File: config.mk
export PLATFORM = sky130hd
export DESIGN_NAME = minirisc_acc_core
export DESIGN_NICKNAME = d
export VERILOG_FILES = /design/src/rtl/minirisc_pkg.sv /design/src/rtl/minirisc_alu.sv /design/src/rtl/minirisc_acc_core.sv
export SDC_FILE = /design/constraint.sdc
export NUM_CORES = 1
export LEC_CHECK = 0
export BUFFER_PORTS_ARGS = -buffer_cell sky130_fd_sc_hd__buf_2
export CAP_MARGIN = 20
export CORE_ASPECT_RATIO = 0.6
export CORE_MARGIN = 5
export CORE_UTILIZATION = 35
export CTS_CLUSTER_SIZE = 40
export DETAILED_ROUTE_END_ITERATION = 6
export RECOVER_POWER = 100
export SLEW_MARGIN = 25
export SYNTH_ARGS = -nofsm -noshare
export SYNTH_HDL_FRONTEND = slang
export SYNTH_SLANG_ARGS = --single-unit
File: constraint.sdc
create_clock -name clk -period 9.7 [get_ports clk]
set_clock_uncertainty 0.15 [all_clocks]
set_input_delay 0.97 -clock clk [delete_from_list [all_inputs] [get_ports clk]]
set_output_delay 0.97 -clock clk [all_outputs]
set_load 0.02 [all_outputs]
File: src/rtl/minirisc_pkg.sv
// Shared opcodes, FSM states and opcode-beat field positions for the MiniRISC
// accumulator core.
package minirisc_pkg;

    typedef enum logic [3:0] {
        OP_NOP  = 4'h0,
        OP_LDI  = 4'h1,
        OP_ADDI = 4'h2,
        OP_SUBI = 4'h3,
        OP_STR  = 4'h4,
        OP_LDR  = 4'h5,
        OP_ADDR = 4'h6,
        OP_SUBR = 4'h7,
        OP_AND  = 4'h8,
        OP_OR   = 4'h9,
        OP_XOR  = 4'hA,
        OP_INC  = 4'hB,
        OP_DEC  = 4'hC,
        OP_CLR  = 4'hD
    } op_t;

    typedef enum logic [1:0] {
        ST_IDLE = 2'd0,
        ST_IMM  = 2'd1,
        ST_EXEC = 2'd2
    } state_t;

    localparam int OP_LSB  = 0;
    localparam int OP_W    = 4;
    localparam int REG_LSB = 4;

    function automatic logic is_imm_op(input op_t op);
        return (op == OP_LDI) || (op == OP_ADDI) || (op == OP_SUBI);
    endfunction

    function automatic logic is_legal_op(input logic [3:0] op);
        return op < 4'hE;
    endfunction

endpackage

File: src/rtl/minirisc_alu.sv
// Combinational ALU for the MiniRISC core.
// Define MINIRISC_SAT_EN for saturating add/sub instead of modulo wrap.
module minirisc_alu
    import minirisc_pkg::*;
#(
    parameter int WIDTH = 8
) (
    input  op_t              op,
    input  logic [WIDTH-1:0] a,
    input  logic [WIDTH-1:0] b,
    output logic [WIDTH-1:0] result,
    output logic             carry,
    output logic             zero
);

    logic [WIDTH-1:0] bb;
    logic [WIDTH:0]   sum;
    logic [WIDTH:0]   diff;

    always_comb begin
        bb   = ((op == OP_INC) || (op == OP_DEC)) ? WIDTH'(1) : b;
        sum  = {1'b0, a} + {1'b0, bb};
        diff = {1'b0, a} - {1'b0, bb};
    end

    always_comb begin
        result = a;
        carry  = 1'b0;
        case (op)
            OP_LDI, OP_LDR: result = b;
            OP_ADDI, OP_ADDR, OP_INC: begin
                result = sum[WIDTH-1:0];
                carry  = sum[WIDTH];
`ifdef MINIRISC_SAT_EN
                if (sum[WIDTH]) result = '1;
`endif
            end
            OP_SUBI, OP_SUBR, OP_DEC: begin
                // diff[WIDTH] is set exactly when bb > a (unsigned borrow)
                result = diff[WIDTH-1:0];
                carry  = diff[WIDTH];
`ifdef MINIRISC_SAT_EN
                if (diff[WIDTH]) result = '0;
`endif
            end
            OP_AND:  result = a & b;
            OP_OR:   result = a | b;
            OP_XOR:  result = a ^ b;
            OP_CLR:  result = '0;
            default: result = a;
        endcase
        zero = (result == '0);
    end

endmodule

File: src/rtl/minirisc_acc_core.sv
// MiniRISC accumulator core: beat-stream FSM, accumulator, flags, register file.
// MINIRISC_SAT_EN (see minirisc_alu) selects saturating arithmetic.
module minirisc_acc_core
    import minirisc_pkg::*;
#(
    parameter int WIDTH = 8,
    parameter int NREGS = 4
) (
    input  logic             clk,
    input  logic             rst,
    input  logic             ena,
    input  logic             in_valid,
    output logic             in_ready,
    input  logic [WIDTH-1:0] in_data,
    output logic [WIDTH-1:0] acc_out,
    output logic [1:0]       state_out,
    output logic             flag_c,
    output logic             flag_z,
    output logic             err
);

    localparam int RW = $clog2(NREGS);

    state_t           state_q, state_d;
    op_t              op_q, op_d;
    logic [RW-1:0]    r_q, r_d;
    logic [WIDTH-1:0] imm_q, imm_d;
    logic [WIDTH-1:0] acc_q, acc_d;
    logic             c_q, c_d;
    logic             z_q, z_d;
    logic             err_q, err_d;
    logic [WIDTH-1:0] regs_q [NREGS];
    logic [WIDTH-1:0] regs_d [NREGS];

    logic             xfer;
    logic [3:0]       op_raw;
    op_t              op_in;
    logic [RW-1:0]    r_in;
    logic [WIDTH-1:0] alu_b;
    logic [WIDTH-1:0] alu_res;
    logic             alu_c;
    logic             alu_z;

    assign in_ready = ena && ((state_q == ST_IDLE) || (state_q == ST_IMM));
    assign xfer     = in_valid && in_ready;
    assign op_raw   = in_data[OP_LSB +: OP_W];
    assign op_in    = op_t'(op_raw);
    assign r_in     = in_data[REG_LSB +: RW];
    assign alu_b    = is_imm_op(op_q) ? imm_q : regs_q[r_q];

    minirisc_alu #(.WIDTH(WIDTH)) u_alu (
        .op     (op_q),
        .a      (acc_q),
        .b      (alu_b),
        .result (alu_res),
        .carry  (alu_c),
        .zero   (alu_z)
    );

    always_comb begin
        state_d = state_q;
        op_d    = op_q;
        r_d     = r_q;
        imm_d   = imm_q;
        acc_d   = acc_q;
        c_d     = c_q;
        z_d     = z_q;
        err_d   = 1'b0;
        regs_d  = regs_q;
        if (!ena) begin
            state_d = ST_IDLE;
            acc_d   = '0;
            c_d     = 1'b0;
            z_d     = 1'b1;
        end else begin
            case (state_q)
                ST_IDLE: begin
                    if (xfer) begin
                        unique case (1'b1)
                            !is_legal_op(op_raw): err_d = 1'b1;
                            (op_in == OP_NOP): state_d = ST_IDLE;
                            is_imm_op(op_in): begin
                                op_d    = op_in;
                                state_d = ST_IMM;
                            end
                            default: begin
                                op_d    = op_in;
                                r_d     = r_in;
                                state_d = ST_EXEC;
                            end
                        endcase
                    end
                end
                ST_IMM: begin
                    if (xfer) begin
                        imm_d   = in_data;
                        state_d = ST_EXEC;
                    end
                end
                ST_EXEC: begin
                    state_d = ST_IDLE;
                    if (op_q == OP_STR) begin
                        regs_d[r_q] = acc_q;
                    end else begin
                        acc_d = alu_res;
                        c_d   = alu_c;
                        z_d   = alu_z;
                    end
                end
                default: state_d = ST_IDLE;
            endcase
        end
    end

    always_ff @(posedge clk) begin
        if (rst) begin
            state_q <= ST_IDLE;
            op_q    <= OP_NOP;
            r_q     <= '0;
            imm_q   <= '0;
            acc_q   <= '0;
            c_q     <= 1'b0;
            z_q     <= 1'b1;
            err_q   <= 1'b0;
            for (int i = 0; i < NREGS; i++) regs_q[i] <= '0;
        end else begin
            state_q <= state_d;
            op_q    <= op_d;
            r_q     <= r_d;
            imm_q   <= imm_d;
            acc_q   <= acc_d;
            c_q     <= c_d;
            z_q     <= z_d;
            err_q   <= err_d;
            regs_q  <= regs_d;
        end
    end

    assign acc_out   = acc_q;
    assign state_out = state_q;
    assign flag_c    = c_q;
    assign flag_z    = z_q;
    assign err       = err_q;

endmodule
==> results of run 1 <==
==> registers in the layout, summed over array words and instances (netlist names) <==
signal	cells
flag_c	1
acc_out	8
imm_q	8
op_q	4
flag_z	1
regs_q	32
state_out	2
err	1
r_q	2
==> cell type report <==
class	count	share of cell area, %
sequential	59	25.68
tap	160	4.353
timing repair buffer	27	2.639
multi-input combinational	412	58.54
clock buffer	11	5.277
inverter	33	2.693
clock inverter	5	0.8161
==> placed cells by master, fill, tap and decap left out, types with 3 or more instances in the layout <==
master and instances:
nor2_1 32, mux4_2 6, nor2b_1 9, a221oi_1 4
xnor2_1 4, nand3_1 10, and3_1 4, nand2b_1 9
a221o_1 3, nand2_1 110, o21ai_0 14, a21o_1 7
nor3_1 9, or2_2 7, o21a_1 6, dfxtp_1 59
ha_1 35, a211oi_1 3, buf_2 10, o22ai_1 7
mux2i_1 17, a21oi_1 66, o31ai_1 3, clkbuf_16 9
clkbuf_1 16, inv_1 31
==> tightest hold or removal path, cell delays in order (launching register included) <==
cell and delay [ns]:
dfxtp_1 0.31, nand2_1 0.05, a21oi_1 0.05
==> worst paths after layout <==
path              startpoint          to  slack, ns  cells past startpoint
hold reg to reg   regs_q[14]  regs_q[14]       0.30                      2
setup / recovery     op_q[0]      flag_z       4.47                     13
setup reg to reg     op_q[0]      flag_z       4.47                     13
hold / removal    regs_q[14]  regs_q[14]       0.30                      2
==> per-stage QoR <==
stage                     setup WS [ns]  power (uW)
after global routing              4.151       624.4
after global placement            5.292       306.6
after floorplan                   6.204       292.0
after detailed placement          5.085       306.9
final                             4.475       603.7
after CTS                         5.066       606.9
==> routing by layer <==
metal / vias to the layer above / GRT usage [%]
met5: - / 0
met4: 0 / 4.033
met3: 17 / 6.943
met2: 145 / 26.35
met1: 1880 / 25.36
li1: 1889 / -
==> report_power, final <==
| group | switching (uW) | leakage, uW | internal, uW |
|---|---|---|---|
| combinational | 32.1 | 0.00115 | 19.7 |
| sequential | 7.19 | 0.000476 | 244 |
| clock | 120 | 0.000132 | 181 |
==> logic make-up (layout without fill, tap and decap cells) <==
family / Yosys count / after routing / share of synthesized area (%)
multiplexers: 27 / 27 / 9.198
flip-flops: 59 / 59 / 28.56
adder cells (fa/ha/maj): 37 / 37 / 11.56
AND/OR/NAND/NOR: 207 / 207 / 22.78
buffers and inverters: 63 / 76 / 6.202
AO/OA/AOI/OAI: 136 / 136 / 20.64
XOR/XNOR: 5 / 5 / 1.059
==> flow_metrics.py, run 1 <==
metrics = {
    "status": {
        "status": "complete, but fails checks",
        "violations": "capacitance limit, slew limit",
    },
    "finish": {
        "stdcell_area_mm2": 0.004599,
        "drive_gt1_share_pct": 8.227,
        "diodes": 0,
        "register_area_mm2": 0.001181,
        "finalNetCount": 591,
        "utilization_pct": 40.31,
        "instances_no_fill": 707,
        "nFillCells": 1184,
        "syn_to_final_growth_pct": 11.23,
        "multi_input_area_mm2": 0.002693,
    },
    "route": {
        "final_antenna_net_count": 0,
        "dr_wl_met2_um": 5173,
        "drt-initial-drc-count": 416,
        "post_drt_wl_per_cell_um": 17.65,
        "wl_met3_um": 1269,
        "highest_layer": "met4",
        "drc": 0,
        "m1WireLength_um": 5872,
        "vias_per_cell": 5.560,
        "wirelength_um": 12480,
        "via_count": 3931,
        "dr.pass1.iters": 5,
    },
    "worst_setup_path": {
        "cp.arrival_ns": 5.33,
        "cpPeakStageDelay_ns": 1.21,
        "start_kind": "flip-flop",
        "required_ns": 9.80,
        "critical_path.max_fanout": 25,
        "crit_path_cell_trace": "nor2_1 -> nor3_1 -> mux2i_1 -> inv_1 -> nand2_1 -> ha_1 -> nor2b_1 -> a221oi_1 -> xor2_1 -> o22ai_1 -> a222oi_1 -> nand4_1 -> o31ai_2",
        "critPathTopFamily": "simple AND/OR/NAND/NOR gates",
        "crit_path_end_kind": "flip-flop",
        "cp.buffers_inverters": 1,
        "critPathSlowestCell": "nor3_1",
        "crit_type": "flip-flop to flip-flop",
    },
    "sta": {
        "setup_viol": 0,
        "tns_ns": 0,
        "slew_headroom_pct": -39.35,
        "fmax_mhz": 191.4,
        "period_needed_ns": 5.225,
        "rsz0062_at_grt": "false",
        "hold_viol_final": 0,
        "final_max_slew_viol_count": 58,
        "whs_ns": 0.2977,
        "fin_crit_sh_pct": 53.87,
        "worstMarginPinSlew_ns": 2.090,
    },
    "power": {
        "max-vdd-ir-drop_uv": 104.0,
        "p_leak_uw": 0.001762,
        "p_per_area_mw_per_mm2": 131.3,
    },
    "die": {
        "die_x_um": 150.3,
        "pin_count": 26,
        "die_h_um": 94.20,
        "dieArea_mm2": 0.01416,
        "core_area_mm2": 0.01141,
        "std_cell_rows": 30,
        "initial_utilization_pct": 36.24,
    },
    "synthesis": {
        "synth_nets": 583,
        "yosysWarnings": 0,
        "yosys-top-cells-area": "dfxtp_1 29%, ha_1 11%, nand2_1 10%, a21oi_1 8.0%, mux2i_1 4.1%",
        "postSynthRegisterBits": 59,
        "synthFlopType": "dfxtp_1",
        "synth_area_mm2": 0.004135,
        "synth.distinct_cells": 61,
        "yosysMostFrequentCell": "nand2_1",
        "seq_area_frac_synth_pct": 28.56,
        "avgSynthCellArea_um2": 7.744,
        "synth_top_cells_by_count": "110 x nand2_1, 66 x a21oi_1, 59 x dfxtp_1, 35 x ha_1, 32 x nor2_1",
        "synth_area_leader_cell": "dfxtp_1",
        "synth_top_cell_area_share_pct": 28.56,
        "syn-instance-count": 534,
        "synth_edf_count": 0,
        "async_reset_ff_share_pct": 0,
    },
    "cts": {
        "clock_latency_ns": 0.33,
        "hold_buffers": 0,
        "clkSinkCount": 59,
        "h-tree-depth": 3,
        "cts_tree": "done",
        "ctsResizeCount": 0,
        "postCtsSetupBuffers": 0,
        "cts_buffer_depth": 2,
        "clkTransAtPathRegs_ns": 0.06,
        "cts_buffers": 9,
        "cts-root-buf": "clkbuf_16",
    },
    "place": {
        "dp_cells": 691,
        "port_buffers": 25,
        "gp_congestion": 0.9280,
        "dp_hpwl_um": 9015,
        "dpl_cell_area_mm2": 0.004343,
    },
    "hold_path": {
        "hp-class": "flip-flop to flip-flop",
    },
    "global_route": {
        "grt.total_usage_pct": 18.17,
        "first_global_vias": 3691,
        "grt_pass1_wl_um": 19820,
        "antenna_found_initial": 0,
        "grt.overflow.total": 0,
        "grt_max_degree": 49,
    },
    "job": {
        "drv_cap": 2,
    },
}
Note: power is estimated with default switching activity, not from simulation.
==> inputs of run 2 (changes only) <==
==> constraint.sdc (replaced) <==
create_clock -name clk -period 5.3 [get_ports clk]
set_clock_uncertainty 0.15 [all_clocks]
set_input_delay 0.53 -clock clk [delete_from_list [all_inputs] [get_ports clk]]
set_output_delay 0.53 -clock clk [all_outputs]
set_load 0.02 [all_outputs]
==> run 2 against run 1 <==
Compared with the run above: the run still ends with capacitance limit, slew limit left; first-iteration DRC count fell by 7.0%; fmax rose by 16%; cell count rose by 0.42%; clock power rose by 100%.
==> flow_metrics.py, run 2 (synthesis gave the netlist of run 1 again) <==
metrics = {
    "route": {
        "m1WireLength_um": 6439,
        "vias_per_cell": 5.514,
        "drt-initial-drc-count": 387,
        "final_antenna_net_count": 0,
        "dr.pass1.iters": 6,
        "drc": 0,
        "wl_met3_um": 1106,
        "dr_wl_met2_um": 5285,
        "highest_layer": "met4",
        "post_drt_wl_per_cell_um": 18.30,
        "wirelength_um": 13000,
        "via_count": 3915,
    },
    "finish": {
        "instances_no_fill": 710,
        "nFillCells": 1147,
        "layout_common_cells": "110 x nand2_1, 66 x a21oi_1, 59 x dfxtp_1",
        "final_common_cell": "nand2_1",
        "top_register": "regs_q",
        "drive_gt1_share_pct": 8.909,
        "largest_reg_flops": 32,
        "finalNetCount": 595,
        "diodes": 0,
        "syn_to_final_growth_pct": 12.74,
    },
    "place": {
        "gp_congestion": 0.9681,
        "dp_cells": 695,
        "port_buffers": 25,
        "dp_hpwl_um": 9468,
    },
    "global_route": {
        "grt.overflow.total": 0,
        "grt_pass1_wl_um": 20430,
        "grt.total_usage_pct": 18.89,
        "first_global_vias": 3668,
        "antenna_found_initial": 0,
        "grt_max_degree": 49,
    },
    "cts": {
        "cts_tree": "done",
        "clkSinkCount": 59,
        "hold_buffers": 0,
        "ctsResizeCount": 0,
        "clkTransAtPathRegs_ns": 0.05,
        "cts_buffers": 9,
        "clock_latency_ns": 0.33,
        "postCtsSetupBuffers": 0,
        "cts_buffer_depth": 2,
        "h-tree-depth": 3,
        "cts-root-buf": "clkbuf_16",
    },
    "worst_setup_path": {
        "cp.buffers_inverters": 2,
        "critical_path.max_fanout": 23,
        "critPathTopFamily": "simple AND/OR/NAND/NOR gates",
        "worstSetupStartpoint": "op_q[1]",
        "required_ns": 5.40,
        "cp.arrival_ns": 4.61,
        "crit_path_cell_trace": "nor2_1 -> nor3_1 -> buf_4 -> mux2i_1 -> inv_1 -> nand2_1 -> ha_1 -> nor2b_1 -> a221oi_1 -> xor2_1 -> o22ai_1 -> a222oi_1 -> nand4_1 -> o31ai_2",
        "crit_path_end_kind": "flip-flop",
        "critPathSlowestCell": "dfxtp_1",
        "rrSetupSlack_ns": 0.79,
        "reg2reg_from": "op_q[1]",
        "cpPeakStageDelay_ns": 0.84,
        "start_kind": "flip-flop",
        "crit_type": "flip-flop to flip-flop",
    },
    "hold_path": {
        "min_from": "in_data[6]",
        "hp-class": "input pin to flip-flop",
    },
    "sta": {
        "rsz0062_at_grt": "false",
        "worstMarginPinSlew_ns": 2.138,
        "fmax_mhz": 221.5,
        "hold_viol_final": 0,
        "tns_ns": 0,
        "final_max_slew_viol_count": 49,
        "setup_viol": 0,
        "period_needed_ns": 4.515,
        "fin_crit_sh_pct": 85.19,
        "slew_headroom_pct": -42.52,
    },
    "die": {
        "die_h_um": 94.20,
        "core_area_mm2": 0.01141,
        "std_cell_rows": 30,
        "pin_count": 26,
        "initial_utilization_pct": 36.24,
        "die_x_um": 150.3,
        "dieArea_mm2": 0.01416,
    },
    "power": {
        "p_per_area_mw_per_mm2": 249.9,
        "max-vdd-ir-drop_uv": 141.8,
        "p_leak_uw": 0.001801,
    },
    "status": {
        "status": "complete, but fails checks",
        "violations": "capacitance limit, slew limit",
    },
    "job": {
        "drv_cap": 1,
    },
}
run 2: cell count changes in the layout (fill, tap and decap cells not counted), sizes merged:
| cell | change |
|---|---|
| inv | -1 |
| clkinvlp | -1 |
| clkinv | -1 |
| clkbuf | +1 |
| buf | +4 |
| bufinv | +1 |
run 2: through the flow:
stage,util [%],hold slack (ns),power [uW],worst slack [ns],cell area (um2)
finish,40.86,0.2935,1165,0.7851,4662
detailed placement,38.37,0.2919,565.2,1.034,4378
global route,40.86,0.3158,1209,0.4037,4662
floorplan,-,0.2771,534.4,1.804,4135
CTS,41.11,0.2829,1174,1.001,4691
global placement,38.32,0.2849,565.1,1.138,4373
run 2: worst reg2reg max path: stages, from the launching register on:
cell	delay, ns
dfxtp_1	0.84
nor2_1	0.20
nor3_1	0.49
buf_4	0.27
mux2i_1	0.26
inv_1	0.09
nand2_1	0.09
ha_1	0.35
nor2b_1	0.19
a221oi_1	0.29
xor2_1	0.25
o22ai_1	0.11
a222oi_1	0.44
nand4_1	0.18
o31ai_2	0.24
run 2: per-layer routing:
metal / global-route usage, % / vias to the layer above
met1: 27.89 / 1852
met5: 0 / -
li1: - / 1885
met3: 4.725 / 16
met2: 27.10 / 162
met4: 4.718 / 0
run 2: area by class of cell:
type	count	area (um2)	area share [%]
inverters	33	123.9	2.657
flip-flops and latches	59	1181	25.34
clock buffers	12	266.5	5.717
multi-input cells	412	2693	57.76
clock inverters	3	46.29	0.9930
well taps	160	200.2	4.294
repair buffers	31	151.4	3.247
run 2: final timing paths:
path         cells past startpoint   endpoint
max                             14     flag_z
min                              3   imm_q[6]
max reg2reg                     14     flag_z
min reg2reg                      2  regs_q[9]
run 2: power by group:
| part | leakage (uW) | internal, uW | switching (uW) |
|---|---|---|---|
| sequential | 0.000476 | 447 | 11.6 |
| combinational | 0.00117 | 37.7 | 61.5 |
| clock | 0.000151 | 400 | 207 |
